$ cat src/rtl/friscv_pkg.sv
// rtl/friscv_pkg.sv - shared constants and types for the friscv fetch path
package friscv_pkg;

  localparam int unsigned INST_ALIGN = 4;
  localparam logic [1:0]  RESP_OKAY  = 2'b00;

  typedef enum logic {
    BOOT = 1'b0,
    RUN  = 1'b1
  } fetch_state_t;

endpackage

$ cat src/rtl/friscv_fetch_fifo.sv
// rtl/friscv_fetch_fifo.sv - synchronous instruction buffer with flush
module friscv_fetch_fifo #(
  parameter int WIDTH = 65,
  parameter int DEPTH = 4
) (
  input  logic                         aclk,
  input  logic                         aresetn,
  input  logic                         push,
  input  logic [WIDTH-1:0]             push_data,
  input  logic                         pop,
  output logic [WIDTH-1:0]             pop_data,
  input  logic                         flush,
  output logic                         full,
  output logic                         empty,
  output logic [$clog2(DEPTH+1)-1:0]   count
);

  localparam int AW = $clog2(DEPTH);
  localparam int CW = $clog2(DEPTH + 1);

  logic [WIDTH-1:0] mem [DEPTH];
  logic [AW-1:0]    wr_ptr;
  logic [AW-1:0]    rd_ptr;
  logic             do_push;
  logic             do_pop;

  assign empty    = (count == '0);
  assign full     = (count == CW'(DEPTH));
  assign do_pop   = pop & ~empty;
  // A full buffer still takes a write when the head leaves in the same cycle.
  assign do_push  = push & (~full | do_pop);
  assign pop_data = empty ? '0 : mem[rd_ptr];

  always_ff @(posedge aclk or negedge aresetn) begin
    if (!aresetn) begin
      wr_ptr <= '0;
      rd_ptr <= '0;
      count  <= '0;
    end else if (flush) begin
      wr_ptr <= '0;
      rd_ptr <= '0;
      count  <= '0;
    end else begin
      if (do_push) wr_ptr <= wr_ptr + 1'b1;
      if (do_pop)  rd_ptr <= rd_ptr + 1'b1;
      count <= count + CW'(do_push) - CW'(do_pop);
    end
  end

  always_ff @(posedge aclk) begin
    if (do_push && !flush) mem[wr_ptr] <= push_data;
  end

endmodule

$ cat src/rtl/friscv_fetcher.sv
// rtl/friscv_fetcher.sv - credit-based instruction fetcher with flush/redirect
module friscv_fetcher
  import friscv_pkg::*;
#(
  parameter int              XLEN      = 32,
  parameter logic [XLEN-1:0] BOOT_ADDR = '0,
  parameter int              DEPTH     = 4
) (
  input  logic            aclk,
  input  logic            aresetn,
  input  logic            fetch_en,
  input  logic            flush_req,
  input  logic [XLEN-1:0] flush_addr,
  output logic            arvalid,
  input  logic            arready,
  output logic [XLEN-1:0] araddr,
  input  logic            rvalid,
  output logic            rready,
  input  logic [XLEN-1:0] rdata,
  input  logic [1:0]      rresp,
  output logic            inst_valid,
  input  logic            inst_ready,
  output logic [XLEN-1:0] inst,
  output logic [XLEN-1:0] inst_pc,
  output logic            inst_err
);

  localparam int              CW         = $clog2(DEPTH + 1);
  localparam int              FW         = 2 * XLEN + 1;
  localparam logic [XLEN-1:0] ALIGN_MASK = ~XLEN'(INST_ALIGN - 1);

  fetch_state_t    state, state_nxt;
  logic [XLEN-1:0] pc;
  logic [XLEN-1:0] rsp_pc;
  logic [CW-1:0]   outstanding;
  logic [CW-1:0]   discard;
  logic [CW-1:0]   fifo_count;
  logic            fifo_full;
  logic            fifo_empty;
  logic            ar_pend;
  logic            ar_hs;
  logic            credit_ok;
  logic            push;
  logic [FW-1:0]   head;

  // In-flight requests plus buffered entries never exceed the buffer size,
  // so every response always has a slot waiting for it.
  assign credit_ok = ~fifo_full &
                     (({1'b0, outstanding} + {1'b0, fifo_count}) < (CW+1)'(DEPTH));
  assign ar_hs     = arvalid & arready;
  assign push      = rvalid & ~flush_req & (discard == '0);
  assign araddr    = pc & ALIGN_MASK;
  assign rready    = 1'b1;

  always_ff @(posedge aclk or negedge aresetn) begin
    if (!aresetn) state <= BOOT;
    else          state <= state_nxt;
  end

  always_comb begin
    state_nxt = state;
    arvalid   = 1'b0;
    case (state)
      BOOT: state_nxt = RUN;
      // A pending request stays up even if fetch_en drops before arready.
      RUN:  arvalid = ~flush_req & (ar_pend | (fetch_en & credit_ok));
      default: state_nxt = BOOT;
    endcase
  end

  always_ff @(posedge aclk or negedge aresetn) begin
    if (!aresetn) begin
      pc          <= BOOT_ADDR;
      rsp_pc      <= BOOT_ADDR;
      outstanding <= '0;
      discard     <= '0;
      ar_pend     <= 1'b0;
    end else begin
      outstanding <= outstanding + CW'(ar_hs) - CW'(rvalid);
      ar_pend     <= arvalid & ~arready;
      if (flush_req) begin
        pc      <= flush_addr & ALIGN_MASK;
        rsp_pc  <= flush_addr & ALIGN_MASK;
        discard <= outstanding - CW'(rvalid);
      end else begin
        if (ar_hs) pc <= pc + XLEN'(INST_ALIGN);
        // Responses return in order, so the next kept one belongs to rsp_pc.
        if (push) rsp_pc <= rsp_pc + XLEN'(INST_ALIGN);
        if (rvalid && discard != '0) discard <= discard - 1'b1;
      end
    end
  end

  friscv_fetch_fifo #(
    .WIDTH (FW),
    .DEPTH (DEPTH)
  ) u_fifo (
    .aclk      (aclk),
    .aresetn   (aresetn),
    .push      (push),
    .push_data ({rresp != RESP_OKAY, rsp_pc, rdata}),
    .pop       (inst_ready & ~flush_req),
    .pop_data  (head),
    .flush     (flush_req),
    .full      (fifo_full),
    .empty     (fifo_empty),
    .count     (fifo_count)
  );

  assign inst_valid = ~fifo_empty;
  assign inst_err   = head[FW-1];
  assign inst_pc    = head[FW-2 -: XLEN];
  assign inst       = head[XLEN-1:0];

endmodule

$ cat config.mk
export PLATFORM = sky130hd
export DESIGN_NAME = friscv_fetcher
export DESIGN_NICKNAME = d
export VERILOG_FILES = /design/src/rtl/friscv_pkg.sv /design/src/rtl/friscv_fetch_fifo.sv /design/src/rtl/friscv_fetcher.sv
export SDC_FILE = /design/constraint.sdc
export NUM_CORES = 1
export LEC_CHECK = 0
export CORE_MARGIN = 1.5
export CORE_UTILIZATION = 51
export DETAILED_ROUTE_END_ITERATION = 10
export PLACE_DENSITY = 0.81
export SLEW_MARGIN = 20
export SYNTH_ARGS = -nofsm -noshare
export SYNTH_HDL_FRONTEND = slang
export SYNTH_HIERARCHICAL = 1
export SYNTH_SLANG_ARGS = --single-unit
export TNS_END_PERCENT = 5
$ cat constraint.sdc
create_clock -name aclk -period 3.4 [get_ports aclk]
set_input_delay 0.51 -clock aclk [delete_from_list [all_inputs] [get_ports aclk]]
set_output_delay 0.51 -clock aclk [all_outputs]
set_load 0.005 [all_outputs]
# --- Yosys cells after proc, flatten, opt, wreduce, memory -nomap -nowiden ---
# Memories as Yosys holds them, arrays and structs flattened.
# Index checks and enable logic that the tools add are counted.
# Widths: inputs -> output; s select.
word_totals:
  ff_bits: 79
  romBits: 0
  in_bits: 73
  mem_bits_rw: 260
  latch_bits: 0
  n_memories: 1
mem_list:
  columns: ["memory", "depth", "width", "read_ports", "rd_ports_with_merged_regs", "write_ports", "line", "source"]
  rows:
  - ["u_fifo.mem", 4, 65, 1, 0, 1, "friscv_fetch_fifo.sv:21", "logic [WIDTH-1:0] mem [DEPTH];"]
classes:
  reduce_logical: 12
  n_eq_ne: 1
  n_mul: 0
  n_bitwise: 16
  magnitude_cmp: 1
  shifts: 0
  addsub: 11
  div: 0
  muxes: 15
ops:
  columns: ["operator", "n"]
  rows:
  - ["$mux 32", 4]
  - ["$mux 65", 1]
  - ["$add 32x3->32 const B", 2]
  - ["$reduce_bool 2->1", 6]
  - ["$and 1x1->1", 10]
  - ["$mux 3", 3]
  - ["$sub 3x1->3", 3]
  - ["$mux 2", 4]
  - ["$add 3x1->3", 2]
  - ["$logic_not 3->1", 2]
  - ["$add 2x1->2 const B", 2]
  - ["$add 3x3->4", 1]
  - ["$lt 4x3->1 const B", 1]
  - ["$not 1->1", 4]
  - ["$eq 3x3->1 const B", 1]
  - ["$mux 1", 3]
  - ["$reduce_bool 3->1", 1]
  - ["$sub 3x1->3 const B", 1]
  - ["$logic_and 1x1->1", 2]
  - ["$or 1x1->1", 2]
  - ["$logic_not 1->1", 1]

# --- Longest topological paths before layout ---
depth:
  ltp_word: 10
  mapped_depth: 14

# --- Hierarchy ---
# The synthesis kept the hierarchy.
modules_own_cells:
  columns: ["mod", "cells_per_inst", "seq_area_each_um2", "area_per_inst_um2", "n_inst"]
  rows:
  - ["friscv_fetch_fifo", 460, 7982.7, 10284.9, 1]
  - ["friscv_fetcher", 413, 1701.6, 4090.2, 1]

# --- Worst setup path before layout ---
# No wires, ideal clock.
synth_path:
  kind: "in2reg"
  startpoint: "in flush_req"
  endpoint: "mem u_fifo.mem[2][0], enable pin"
  path_buffers: 2
  setup_ns: 0.430
  t_arrival_ns: 3.002
  stages: 6
  slack_ns: -0.032
  cell_sequence: "clkbuf_1 > buf_1 > nor2b_1 > nor4b_1 > nor3b_1 > and2_1"
synth_between:
  elab_chain_len: 8
  word_cells_on_any_way: 11
synth_rtl:
  columns: ["item", "line", "source"]
  rows:
  - ["start: declaration", "friscv_fetcher.sv:12", "input logic flush_req,"]
  - ["$not 1->1", "friscv_fetcher.sv:51, friscv_fetcher.sv:102", null]
  - ["$and 1x1->1", "friscv_fetcher.sv:102", ".pop (inst_ready & ~flush_req),"]
  - ["$and 1x1->1", "friscv_fetch_fifo.sv:29", "assign do_pop = pop & ~empty;"]
  - ["$or 1x1->1", "friscv_fetch_fifo.sv:31", "assign do_push = push & (~full | do_pop);"]
  - ["$and 1x1->1", "friscv_fetch_fifo.sv:31", null]
  - ["$logic_and 1x1->1 (*)", "friscv_fetch_fifo.sv:51", "if (do_push && !flush) mem[wr_ptr] <= push_data;"]
  - ["$mux 1 (*)", "friscv_fetch_fifo.sv:51", null]
  - ["$mux 1 (not written as such) (*)", "friscv_fetch_fifo.sv:51", null]
  - ["end: declaration", "friscv_fetch_fifo.sv:21", null]
# Every way passes the cells marked *; elsewhere a longest branch is shown, timed or not.

# --- Worst setup path after layout ---
layout_path:
  startpoint: "reg u_fifo.count[1]"
  endpoint: "out arvalid"
layout_between:
  elab_chain_len: 7
  word_cells_on_any_way: 9
layout_rtl:
  columns: ["item", "line", "source"]
  rows:
  - ["start: declaration", "friscv_fetch_fifo.sv:15", "output logic [$clog2(DEPTH+1)-1:0] count"]
  - ["start signal: assignment", "friscv_fetch_fifo.sv:46", "count <= count + CW'(do_push) - CW'(do_pop);"]
  - ["$add 3x3->4 / $eq 3x3->1 (equally long branches)", "friscv_fetcher.sv:49, friscv_fetch_fifo.sv:28", null]
  - ["$lt 4x3->1 / $not 1->1 (equally long branches)", "friscv_fetcher.sv:49, friscv_fetcher.sv:48", null]
  - ["$and 1x1->1 (*)", "friscv_fetcher.sv:48", "assign credit_ok = ~fifo_full &"]
  - ["$and 1x1->1 (*)", "friscv_fetcher.sv:66", "RUN: arvalid = ~flush_req & (ar_pend | (fetch_en & credit_ok));"]
  - ["$or 1x1->1 (*)", "friscv_fetcher.sv:66", null]
  - ["$and 1x1->1 (*)", "friscv_fetcher.sv:66", null]
  - ["$mux 1 (*)", "friscv_fetcher.sv:63", "case (state)"]
  - ["end: declaration", "friscv_fetcher.sv:14", "output logic arvalid,"]
# Marked as above.

==> out/results.tsv <==
stage	metric	value	unit
floorplan	Initial Util	0.517	
placed_design	Detail Placement HPWL	18.2	mm
detailed_routing	Via-to-Cell Ratio	5.55	
timing	Hold WS	0.0760	ns
placed_design	Final GP Congestion	0.897	
clocking	TritonCTS Sinks	335	
critical_path	Data required, critical path	2.89	ns
timing	fin crit share	0.938	
floorplan	Die W	171	microns
clocking	clock slew at reported path FFs	0.06	ns
logic_synthesis	Mapped Avg Cell Area	16.5	sq um
layout	most frequent cells in the layout	edfxtp_1, clkdlybuf4s50_1, dfrtp_1	
critical_path	most frequent CP cell	nor2_1	
timing	worst-margin pin slew	0.811	ns
clocking	hold buffers post-CTS	0	
grt	vias in the first global route	8209	
timing	Clock Skews	0.0296	ns
critical_path	CP Launch Type	flop	
critical_path	crit-path cells	ha_1, a311oi_1, nor2_1, or2_2, nor2_1, clkdlybuf4s50_1	
grt	global-route wire length before repair	45.1	mm
logic_synthesis	Post-synth EDFFs	260	
critical_path	crit-path max cell delay	0.53	ns
logic_synthesis	post-synthesis sequential area ratio	0.674	
timing	Hold Vio Cnt, Final	0	
grt	GR Overflow Total	0	
clocking	Max clock buf depth	3	
critical_path	CP arrival	2.68	ns
timing	fin worst setup slack	0.210	ns
clocking	Root Buffer	clkbuf_16	
floorplan	Die Ht	171	microns
floorplan	core area	27800	sq um
floorplan	Row Count	61	
timing	RSZ-0062 raised after global routing	false	
grt	antenna violations before repair	0	
layout	antenna diode count	0	
clocking	postcts setup bufs	0	
logic_synthesis	Synth cell types	52	
critical_path	Slowest-stage cell, CP	dfrtp_1	
grt	largest net degree at the start of global routing	72	
detailed_routing	Wirelength per Cell	19.6	microns
placed_design	Post-Place Worst Slack	0.489	ns
timing	Max-slew headroom	0.459	
logic_synthesis	ys flop type	edfxtp_1	
logic_synthesis	Mapped Cells	873	
clocking	H-Tree Depth	2	
logic_synthesis	flops & latches, synth	335	
hold_path	Hold Path Class	input port to asynchronous set/reset pin	
detailed_routing	router iterations before antenna repair	5	
outcome	status	complete, no violations	
detailed_routing	# DRC	0	
power	VDD IR max	0.526	mV
detailed_routing	drt total wl	28.9	mm
clocking	insertion delay to the later sink of the worst-skew pair	0.52	ns
clocking	CTS tree	yes	
logic_synthesis	post-synth top area share	0.543	
timing	Tmin final	3.19	ns
grt	gr usage total	0.203	
power	Leak	6.04	nW
logic_synthesis	FFs w/ async S/R, synth	0.224	
floorplan	die area	29200	sq um
logic_synthesis	Ys Warns	6	
critical_path	cell family with most CP delay	simple AND/OR/NAND/NOR gates	
run	maxcap violations	0	
power	PwrDens	647	nW/um^2
floorplan	# IOs	173	
placed_design	IO Port Bufs	167	
layout	Final #Nets	1155	
critical_path	kind of critical path	flop to output port	
timing	# setup viols final	0	
clocking	CTS buffer count	35	
critical_path	Crit Path Max Fanout	7	
detailed_routing	routed vias	8148	
layout	Syn-to-layout area delta	23.9	%
critical_path	Critical path buffers and inverters	1	
logic_synthesis	area of the mapped netlist	14400	sq um
layout	fraction of layout cells with a size suffix above 1	0.174	
timing	FMAX	0.314	GHz
timing	Max Slew Vio Count	0	
detailed_routing	antenna-violating nets left	0	
layout	commonest non-fill, non-tap cell in the layout	edfxtp_1	
detailed_routing	initial DRC count	619	
critical_path	CP endpoint kind	output port	
logic_synthesis	cell taking the most area after synthesis	edfxtp_1	
clocking	Post-CTS Resized	0	
logic_synthesis	synth top area cells	edfxtp_1, dfrtp_1, mux4_2	
==> through the flow <==
stage | std cells | cell area, sq um | power, mW | TNS, ns | utilization
final | 1469 | 17800 | 11.5 | 0 | 0.641
after global routing | 1469 | 17800 | 12.0 | 0 | 0.641
after CTS | 1469 | 17800 | 11.7 | 0 | 0.641
after detailed placement | 1405 | 16600 | 7.81 | 0 | 0.599
after global placement | 1405 | 16600 | 7.75 | 0 | 0.599
after floorplan | 883 | 14400 | 6.31 | -6.14 | -
==> routing by layer <==
layer | vias up | wire [microns] | global-route usage | share of wire
met1 | 4080 | 12800 | 0.285 | 0.44
met2 | 301 | 13900 | 0.332 | 0.48
met4 | 0 | 612 | 0.0610 | 0.021
met3 | 47 | 1590 | 0.0317 | 0.055
met5 | - | 0 | 0 | 0
li1 | 3720 | - | - | -
==> cells in the mapped netlist, drive strengths merged, types with 6 or more instances <==
cell type and n:
nor3 16, dfrtp 75, ha 16, xnor2 22, nor4 22, nand4 21, buf 26, inv 21
and3 6, mux4 65, xor2 37, nor2b 68, mux2 34, and2 9, nand3 21, a21oi 14
clkbuf 20, edfxtp 260, and4 9, nor2 25, nor3b 7, nand2 26
==> path summary, 6_finish.rpt <==
check                                          start                            to  slack, ns  cells after the start
hold / removal                               aresetn            pc[24]$_DFFE_PN0P_       0.08                      1
min in group aclk           outstanding[0]$_DFF_PN0_      outstanding[0]$_DFF_PN0_       0.55                      1
setup reg to reg           u_fifo/count[2]$_DFF_PN0_      outstanding[2]$_DFF_PN0_       0.76                     11
max in group asynchronous                    aresetn  u_fifo/rd_ptr[0]$_DFFE_PN0P_       2.58                      2
hold reg to reg             outstanding[0]$_DFF_PN0_      outstanding[0]$_DFF_PN0_       0.55                      1
setup / recovery           u_fifo/count[1]$_DFF_PN0_                       arvalid       0.21                      6
==> area by class of cell <==
cell class,count,area (sq um)
fill,2005,9980
inverter,21,78.8
multi-input combinational,481,4420
timing repair buffer,190,1980
clock inverter,24,254
sequential,335,9690
tap,378,473
clock buffer,40,916
==> power breakdown <==
part | switching (mW) | internal (mW) | total [mW]
sequential | 0.241 | 4.63 | 4.87
clock | 1.52 | 2.32 | 3.84
combinational | 1.24 | 1.57 | 2.81
total | 3.00 | 8.53 | 11.5
==> worst reg2reg max path, stage by stage, from the launching register on <==
cell and delay [ns]:
dfrtp_1 0.46, ha_1 0.33, nor3b_2 0.25, o211ai_1 0.14
nor2_1 0.14, nand2_1 0.07, ha_1 0.27, inv_1 0.04
ha_1 0.18, fa_1 0.38, xnor2_1 0.17, xnor2_1 0.14
==> state kept, by name, indices dropped and copies added, names as in the netlist, 2 cells and up <==
signal,cells
u_fifo/mem,260
pc,30
rsp_pc,30
discard,3
outstanding,3
u_fifo/count,3
u_fifo/rd_ptr,2
u_fifo/wr_ptr,2
==> cell families (layout without fill, tap and decap cells) <==
group / Yosys count / after routing / synth area share
flops: 335 / 335 / 0.674
simple gates: 250 / 250 / 0.102
mux: 104 / 104 / 0.132
buf+inv: 67 / 275 / 0.0225
xor+xnor: 59 / 59 / 0.0359
compound gates: 38 / 38 / 0.0165
fa+ha+maj: 18 / 18 / 0.0167
other cells: 2 / 12 / 0.000522
No activity file was read; power rests on OpenSTA's default activity.
